**config.mk**
```make
export PLATFORM = sky130hd
export DESIGN_NAME = adder
export DESIGN_NICKNAME = d
export VERILOG_FILES = /design/src/rtl/adder.sv
export SDC_FILE = /design/constraint.sdc
export NUM_CORES = 1
export LEC_CHECK = 0
export CAP_MARGIN = 20
export CORE_AREA = 2 2 39 41
export DETAILED_ROUTE_END_ITERATION = 16
export DIE_AREA = 0 0 41 43
export DONT_BUFFER_PORTS = 1
export PLACE_DENSITY = 0.62
export SLEW_MARGIN = 20
export SYNTH_ARGS = -nofsm -noshare
export SYNTH_HDL_FRONTEND = slang
export SYNTH_SLANG_ARGS = --single-unit
```
**constraint.sdc**
```tcl
create_clock -name clk -period 0.8 [get_ports clk]
set_input_delay 0.2 -clock clk [delete_from_list [all_inputs] [get_ports clk]]
set_output_delay 0.2 -clock clk [all_outputs]
set_load 0.01 [all_outputs]
```
**src/rtl/adder.sv**
```systemverilog
// N-bit ripple-carry adder with carry-in/out; {Cout,S} = A + B + Cin registered, 1-cycle latency.
// Accepts one operation every cycle (no backpressure); out_valid tags each captured result.
module adder #(
  parameter int N = 8
) (
  input  logic         clk,
  input  logic         rst_n,
  input  logic         in_valid,
  input  logic [N-1:0] A,
  input  logic [N-1:0] B,
  input  logic         Cin,
  output logic [N-1:0] S,
  output logic         Cout,
  output logic         out_valid
);

  logic [N-1:0] w_sum;
  logic         w_cout;

  logic [N-1:0] r_s;
  logic         r_cout;
  logic         r_vld;

  // Each stage owns its carry signals so the chain is a plain net-to-net ripple.
  for (genvar i = 0; i < N; i++) begin : g_fa
    logic w_ci;
    logic w_co;

    if (i == 0) begin : g_first
      assign w_ci = Cin;
    end else begin : g_next
      assign w_ci = g_fa[i-1].w_co;
    end

    assign w_sum[i] = A[i] ^ B[i] ^ w_ci;
    assign w_co     = (A[i] & B[i]) | (A[i] & w_ci) | (B[i] & w_ci);
  end

  assign w_cout = g_fa[N-1].w_co;

  always_ff @(posedge clk or negedge rst_n) begin
    if (!rst_n) begin
      r_s    <= '0;
      r_cout <= 1'b0;
      r_vld  <= 1'b0;
    end else begin
      r_vld <= in_valid;
      if (in_valid) begin
        r_s    <= w_sum;
        r_cout <= w_cout;
      end
    end
  end

  assign S         = r_s;
  assign Cout      = r_cout;
  assign out_valid = r_vld;

endmodule

```
## Word level (Yosys, flattened, before mapping)

Index checks and enable logic that the tools add are counted.

- Bitwise operators: 56

Operator list:

| cell | count |
|---|---|
| $and A1 B1 Y1 | 24 |
| $or A1 B1 Y1 | 16 |
| $xor A1 B1 Y1 | 16 |

- Flip-flop bits (word level): 10

## Longest topological paths before layout

Gate-level depths: netlist (run 1).

- Word-level depth: 24
- Mapped depth: 12
- Mapped depth without buffers: 12

## Worst setup path before layout (run 1)

OpenSTA, ideal clock, no wires.

- Path type: input to register
- From: input port A[0]
- To: register r_s[7] (netlist: S[7])
- Library setup time: 77 ps
- Data arrival time: 3293 ps
- Required time: 723 ps
- Setup slack: -2570 ps
- Stages on the path: 12
- Buffers on the path: 0
- Path through: inv_1 -> fa_1 -> inv_1 -> fa_1 -> fa_1 -> fa_1 -> fa_1 -> fa_1 -> fa_1 -> inv_1 -> fa_1 -> a21oi_1

- Word-level cells in the longest chain between the ends: 22
- Elaborated cells between the ends (all ways): 29
- Classes of those cells: 29 x bitwise

Ends and longest elaborated chain:

| element | RTL line | text |
|---|---|---|
| start, declared | 9 | `input logic [N-1:0] A,` |
| $and A1 B1 Y1 | 36 | `assign w_co = (A[i] & B[i]) \| (A[i] & w_ci) \| (B[i] & w_ci);` |
| $or A1 B1 Y1 (*) (2 in a row) | 36 |  |
| $and A1 B1 Y1 | 36 |  |
| $or A1 B1 Y1 | 36 |  |
| $or A1 B1 Y1 (*) | 36 |  |
| $and A1 B1 Y1 | 36 |  |
| $or A1 B1 Y1 | 36 |  |
| $or A1 B1 Y1 (*) | 36 |  |
| (+5 left out) | - |  |
| $or A1 B1 Y1 (*) | 36 |  |
| $and A1 B1 Y1 | 36 |  |
| $or A1 B1 Y1 | 36 |  |
| $or A1 B1 Y1 (*) | 36 |  |
| $and A1 B1 Y1 | 36 |  |
| $or A1 B1 Y1 | 36 |  |
| $or A1 B1 Y1 (*) | 36 |  |
| $xor A1 B1 Y1 (*) | 35 | `assign w_sum[i] = A[i] ^ B[i] ^ w_ci;` |
| end signal, assigned | 49 | `r_s <= w_sum;` |
| end, declared | 20 | `logic [N-1:0] r_s;` |

Every way passes the cells marked *; elsewhere a longest branch is shown, timed or not.
A chain may end at the register's enable or synchronous reset.

## Final worst setup path (run 1)

Same ends and word-level chain as after synthesis.

==> results of run 1 <==
-- how the worst min path moves through the flow --
stage	from	to	slack, ns	cells after the start
floorplan	rst_n	Cout	-0.1	0
global placement	rst_n	out_valid	-0.1	0
detailed placement	rst_n	out_valid	-0.1	0
CTS	in_valid	S[7]	0.002	1
global route	in_valid	S[0]	0.02	1
finish	in_valid	S[0]	0.03	1
-- cell usage in the layout (no fill, tap or decap), types with 2 or more instances in the layout --
cell / count
buf_4: 6
inv_2: 2
buf_6: 6
dfrtp_1: 10
inv_1: 4
mux2i_1: 2
fa_2: 7
clkbuf_4: 3
dlygate4sd3_1: 3
mux2_4: 6
-- power by group --
| group | internal [W] | switching, W |
|---|---|---|
| sequential | 0.000609 | 0.0000885 |
| combinational | 0.000404 | 0.000186 |
| clock | 0.000276 | 0.000192 |
| total | 0.00129 | 0.000467 |
-- flip-flops by register name, summed over array words and instances, names as in the netlist --
signal,count
Cout,1
out_valid,1
S,8
-- logic make-up (layout without fill, tap and decap cells) --
kind of cell | after synthesis | in the layout
adder cells (fa/ha/maj) | 8 | 8
AND/OR/NAND/NOR | 1 | 1
AO/OA/AOI/OAI | 1 | 1
flip-flops | 10 | 10
multiplexers | 8 | 8
buffers and inverters | 10 | 28
-- routing by layer --
| layer | global-route usage (%) | share of wire [%] |
|---|---|---|
| met5 | 0 | 0 |
| met2 | 24.1 | 60 |
| met4 | 8.00 | 0 |
| met3 | 3.14 | 7.0 |
| met1 | 18.2 | 33 |
-- per-stage QoR --
stage          std cells  cell area, sq um  util, %  setup slack, ns  power [W]
3_3_place_gp          59               663     47.9            -2.41    0.00109
2_1_floorplan         38               609        -            -2.34   0.000958
4_1_cts               69               772     55.8            -2.15    0.00174
5_1_grt               72               821     59.3            -2.19    0.00189
3_5_place_dp          59               663     47.9            -2.46    0.00111
6_report              72               821     59.3            -2.11    0.00176
-- area by class of cell --
type | count | area (sq um) | area share, %
multi-input combinational | 18 | 297 | 36.1
sequential | 10 | 250 | 30.5
timing repair buffer | 15 | 143 | 17.4
inverter | 9 | 75.1 | 9.15
clock buffer | 4 | 36.3 | 4.42
tap | 16 | 20.0 | 2.44
-- timing repair --
action                     4_1_cts  5_1_grt
hold endpoints to repair        11        1
hold buffers                     2        1
pin swaps                        1        2
setup endpoints to repair       18       18
setup buffers                    4        2
gates resized for setup          6        5
==> results.json, run 1 <==
{
  "yosys.area_share.adder_pct": 27.9,
  "die-area_sq_um": 1760,
  "muxShareOfSynthArea_pct": 19.2,
  "yosys.area_share.simple_pct": 0.654,
  "slowest_stage": "fa_1",
  "worstHoldPathType": "in -> reg",
  "avgRoutedWirePerCell_um": 15.3,
  "ant_nets": 0,
  "r2r_end": "S[5]",
  "leakage_nw": 0.385,
  "routed_wirelength_mm": 1.10,
  "synth_top_area_share_pct": 43.6,
  "syn_inst": 38,
  "crit_path_start": "A[0]",
  "r2r_cells": 2,
  "grt_pass1_vias": 400,
  "cts_buffer_depth": 2,
  "netlist_area_sq_um": 574,
  "post-route-period-util_pct": 364,
  "cp-start-kind": "primary input",
  "numClockSinks": 10,
  "yosysTopAreaCell": "dfrtp_1",
  "crit_chain": "clkinv_16 > fa_2 > inv_2 > fa_2 > fa_2 > fa_2 > fa_2 > fa_2 > fa_2 > inv_2 > fa_1 > a21oi_1",
  "cap_violations": 0,
  "fmax_mhz": 344,
  "dr.pass1.iters": 4,
  "synth-seq-area-share_pct": 43.6,
  "synth_seq_cells": 10,
  "worst_pin_slew_ns": 0.462,
  "port_buffers": 0,
  "grt_max_degree": 12,
  "overflow": 0,
  "core_sq_um": 1380,
  "antenna_found_initial": 0,
  "maxSlewViolCount": 0,
  "cp_max_fo": 1,
  "synth-main-ff-cell": "dfrtp_1",
  "synth_edf_count": 0,
  "rsz0062_at_grt": "true",
  "hold_violations": 0,
  "crit_end": "S[7]",
  "crit_cells": 12,
  "cpLargestDelayFamily": "adder cells",
  "fillers": 110,
  "grt_first_pass_wirelength_mm": 1.71,
  "setup_slack_ns": -2.11,
  "nNetsFinal": 85,
  "track_usage_pct": 15.1,
  "routabilityCongestion": 0.677,
  "r2r_slack_ns": -0.12,
  "die_y_um": 43,
  "max_stage_delay_ns": 0.40,
  "vias": 337,
  "setup_violations": 18,
  "synth_top_family_by_area": "adder cells",
  "outcome": "finished with violations",
  "htreeDepth": 1,
  "r2r_start": "S[5]",
  "ys_types": 8,
  "drive_gt1_share_pct": 60.7,
  "violations": "setup timing",
  "arrival_ns": 3.11,
  "rows": 14,
  "max_slew_margin_pct": 69.1,
  "synth_compound_area_share_pct": 0.871,
  "drt_iter0_markers": 5,
  "synth_fp_nets": 66,
  "yosysMostFrequentCell": "dfrtp_1",
  "synthArstFlopShare_pct": 100,
  "syn_to_final_growth_pct": 42.9,
  "vias_per_cell": 4.68,
  "worst-endpoint-required_ns": 1.00,
  "cts_root_buffer": "clkbuf_4",
  "initial_core_util_pct": 41.5,
  "boundaryPins": 30,
  "cts_buffers": 3,
  "clk_pin_slew_ns": 0.07,
  "synth_area_leaders": "dfrtp_1 44%, fa_1 28%, mux2_4 16%",
  "clock_skew_ns": 0,
  "avgSynthCellArea_sq_um": 15.1,
  "critPathBufInv": 3,
  "synth_warnings": 0,
  "hold_slack_ns": 0.0289,
  "fin_crit_ns": 2.91,
  "route.detailed.drc": 0,
  "n_antenna_cell": 0,
  "synth_xor_area_share_pct": 0,
  "die_x_um": 41,
  "crit_type": "in -> reg",
  "p_per_area_nw_per_um2": 2140,
  "endpoint_kind": "flop",
  "yosys-top-cells-count": "10 x dfrtp_1, 9 x inv_1, 8 x fa_1",
  "vdd.ir_drop.worst_mv": 1.06,
  "path_common_cell": "fa_2",
  "insertion_delay_ns": 0.26,
  "cts_tree": "yes",
  "fin_setup_tns_ns": -11.86
}
Power figures use the tool's default switching activity.
==> run 2, diff against run 1 <==
--- a/config.mk
+++ b/config.mk
@@ -10,6 +10,7 @@
 export DETAILED_ROUTE_END_ITERATION = 16
 export DIE_AREA = 0 0 41 43
 export DONT_BUFFER_PORTS = 1
+export MAX_ROUTING_LAYER = met4
 export PLACE_DENSITY = 0.62
 export SLEW_MARGIN = 20
 export SYNTH_ARGS = -nofsm -noshare
==> results of run 2 <==
Same layout as run 1: the final DEF is identical, and so are final timing and power.
Main changes from that run: final weighted congestion in routability-driven placement 0.677 -> 0.684; overall routing resource usage 15.1% -> 15.5%
==> run 3, diff against run 2 <==
--- a/config.mk
+++ b/config.mk
@@ -5,13 +5,14 @@
 export SDC_FILE = /design/constraint.sdc
 export NUM_CORES = 1
 export LEC_CHECK = 0
+export ABC_AREA = 1
 export CAP_MARGIN = 20
 export CORE_AREA = 2 2 39 41
 export DETAILED_ROUTE_END_ITERATION = 16
 export DIE_AREA = 0 0 41 43
 export DONT_BUFFER_PORTS = 1
 export MAX_ROUTING_LAYER = met4
-export PLACE_DENSITY = 0.62
+export PLACE_DENSITY = 0.61
 export SLEW_MARGIN = 20
 export SYNTH_ARGS = -nofsm -noshare
 export SYNTH_HDL_FRONTEND = slang
==> run 3 against run 2 <==
  * The run still ends with setup timing left
  * Sequential share of layout area increased by 6.1 points
  * Register-to-register slack improved by 0.25 ns
  * Global-route usage down 1.5 points
  * Via count decreased by 0.30%
  * Clock skew unchanged
  * Critical path depth up 2
  * Synthesized cell count grew 50%
  * Cell area down 17%
  * Synthesized area decreased by 1.7%
  * Critical path type unchanged
  * Critical endpoint unchanged
  * Highest routed layer unchanged
==> results.json, run 3 <==
{
  "maxSlewViolCount": 0,
  "largest_register_ff_count": 8,
  "grt_pass1_vias": 358,
  "crit_chain": "clkinv_16 > fa_2 > inv_2 > fa_2 > fa_2 > fa_2 > fa_2 > fa_2 > fa_2 > inv_2 > fa_2 > inv_2 > nand2_1 > nand2_1",
  "synth-main-ff-cell": "dfrtp_1",
  "nNetsFinal": 91,
  "met1_length_um": 411,
  "max_stage_delay_ns": 0.42,
  "yosysMostFrequentCell": "nand2_1",
  "setup_slack_ns": -2.12,
  "worstHoldPathType": "in -> reg",
  "cts_buffers": 3,
  "insertion_delay_ns": 0.26,
  "fmax_mhz": 342,
  "cap_violations": 0,
  "ant_nets": 0,
  "vdd.ir_drop.worst_mv": 0.677,
  "yosysTopAreaCell": "dfrtp_1",
  "synth_fp_nets": 85,
  "slowest_stage": "fa_2",
  "numClockSinks": 10,
  "cpLargestDelayFamily": "adder cells",
  "grt_max_degree": 12,
  "clock_skew_ns": 0,
  "hold_slack_ns": 0.0465,
  "routabilityCongestion": 0.692,
  "antenna_found_initial": 0,
  "synth_edf_count": 0,
  "grt_first_pass_wirelength_mm": 1.50,
  "route.detailed.drc": 0,
  "vias": 336,
  "final_cell_mix": "23 x nand2_1, 10 x dfrtp_1, 8 x fa_2",
  "rsz0062_at_grt": "true",
  "synthArstFlopShare_pct": 100,
  "netlist_area_sq_um": 564,
  "arrival_ns": 3.12,
  "overflow": 0,
  "endpoint_kind": "flop",
  "cts_buffer_depth": 2,
  "outcome": "finished with violations",
  "worst-endpoint-required_ns": 1.00,
  "wl_met2_um": 468,
  "htreeDepth": 1,
  "drive_gt1_share_pct": 36.1,
  "avgRoutedWirePerCell_um": 12.3,
  "die_x_um": 41,
  "design_area_sq_um": 684,
  "port_buffers": 0,
  "cts_tree": "yes",
  "n_antenna_cell": 0,
  "synth_seq_cells": 10,
  "track_usage_pct": 14.1,
  "violations": "setup timing",
  "dr.pass1.iters": 4,
  "synth_area_leaders": "dfrtp_1 44%, fa_1 28%, nand2_1 18%",
  "routed-wl-met3_um": 67,
  "top_layer": "met3",
  "placed_cell_area_sq_um": 608,
  "setup_violations": 18,
  "syn_inst": 57,
  "rows": 14,
  "fin_crit_ns": 2.92,
  "die-area_sq_um": 1760,
  "cp_max_fo": 1,
  "vias_per_cell": 4.36,
  "avgSynthCellArea_sq_um": 9.90,
  "layout_commonest_cell": "nand2_1",
  "critPathBufInv": 4,
  "clk_pin_slew_ns": 0.06,
  "synth-seq-area-share_pct": 44.3,
  "synth_top_area_share_pct": 44.3,
  "die_y_um": 43,
  "ys_types": 6,
  "p_per_area_nw_per_um2": 1840,
  "initial_core_util_pct": 40.8,
  "max_slew_margin_pct": 69.2,
  "cts_setup_buffers": 0,
  "syn_to_final_growth_pct": 21.3,
  "boundaryPins": 30,
  "crit_type": "in -> reg",
  "hold_violations": 0,
  "routed_wirelength_um": 948,
  "drt_iter0_markers": 6,
  "leakage_nw": 0.335,
  "core_sq_um": 1380,
  "cp-start-kind": "primary input",
  "path_common_cell": "fa_2",
  "synth_warnings": 0,
  "post-route-period-util_pct": 365,
  "yosys-top-cells-count": "27 x nand2_1, 10 x dfrtp_1, 10 x inv_1",
  "cts_root_buffer": "clkbuf_4",
  "worst_pin_slew_ns": 0.460
}
[run 3: cell count changes in the layout (fill, tap and decap cells not counted), sizes merged]
cell,before,now
dlygate4sd3,3,2
clkbuf,4,3
mux2i,2,0
a21oi,1,0
nand2,0,27
clkinv,2,1
mux2,6,0
nor2,1,0
buf,12,0
inv,7,10
[run 3: metrics by stage]
stage               utilization (%)  setup WS, ns  total power, W  std cells  setup TNS, ns
global placement               43.9         -2.39        0.000892         72         -12.21
finish                         49.5         -2.12         0.00126         77         -10.43
CTS                            47.2         -2.12         0.00125         77         -10.49
detailed placement             43.9         -2.42        0.000902         72         -12.30
global route                   49.5         -2.22         0.00135         77         -11.17
floorplan                         -         -2.34        0.000855         57         -11.85
[run 3: cell type report]
class                           count  area [sq um]
Clock buffer                        3          22.5
Fill cell                         124           699
Inverter                           11          80.1
Multi-Input combinational cell     35           292
Sequential cell                    10           250
Tap cell                           16          20.0
Timing Repair Buffer                2          20.0
[run 3: metal layers]
layer | up-vias | track usage, %
met5 | - | -
met4 | 0 | 10.0
met3 | 0 | 4.71
met2 | 18 | 19.4
met1 | 152 | 16.5
li1 | 166 | -
[run 3: worst paths after layout]
kind	start	end	slack (ns)	depth (start not counted)
setup / recovery	A[0]	S[7]	-2.12	14
hold / removal	in_valid	S[6]	0.05	2
setup reg to reg	S[1]	S[1]	0.13	2
hold reg to reg	S[0]	S[0]	0.55	2
max in group asynchronous	rst_n	S[6]	0.16	1
min in group asynchronous	rst_n	S[0]	0.33	1
[run 3: cell families after synthesis]
logic type	count (synthesis)	share of synthesized area [%]
flip-flops	10	44.3
AND/OR/NAND/NOR	27	18.0
buffers and inverters	12	9.31
adder cells (fa/ha/maj)	8	28.4
[run 3: where the power goes]
| part | switching (W) | internal [W] |
|---|---|---|
| Clock | 0.000158 | 0.000173 |
| Sequential | 0.0000953 | 0.000587 |
| Combinational | 0.000123 | 0.000121 |
[run 3: worst register-to-register path: stages, from the launching register on]
cell     delay, ns
dfrtp_1       0.42
nand2_1       0.09
nand2_1       0.06
[run 3: timing repair]
item                       in CTS  in global routing
pin swaps                      13                  6
hold endpoints to repair       11                  0
hold buffers                    2                  0
setup endpoints to repair      18                 18
resized for setup               1                 10
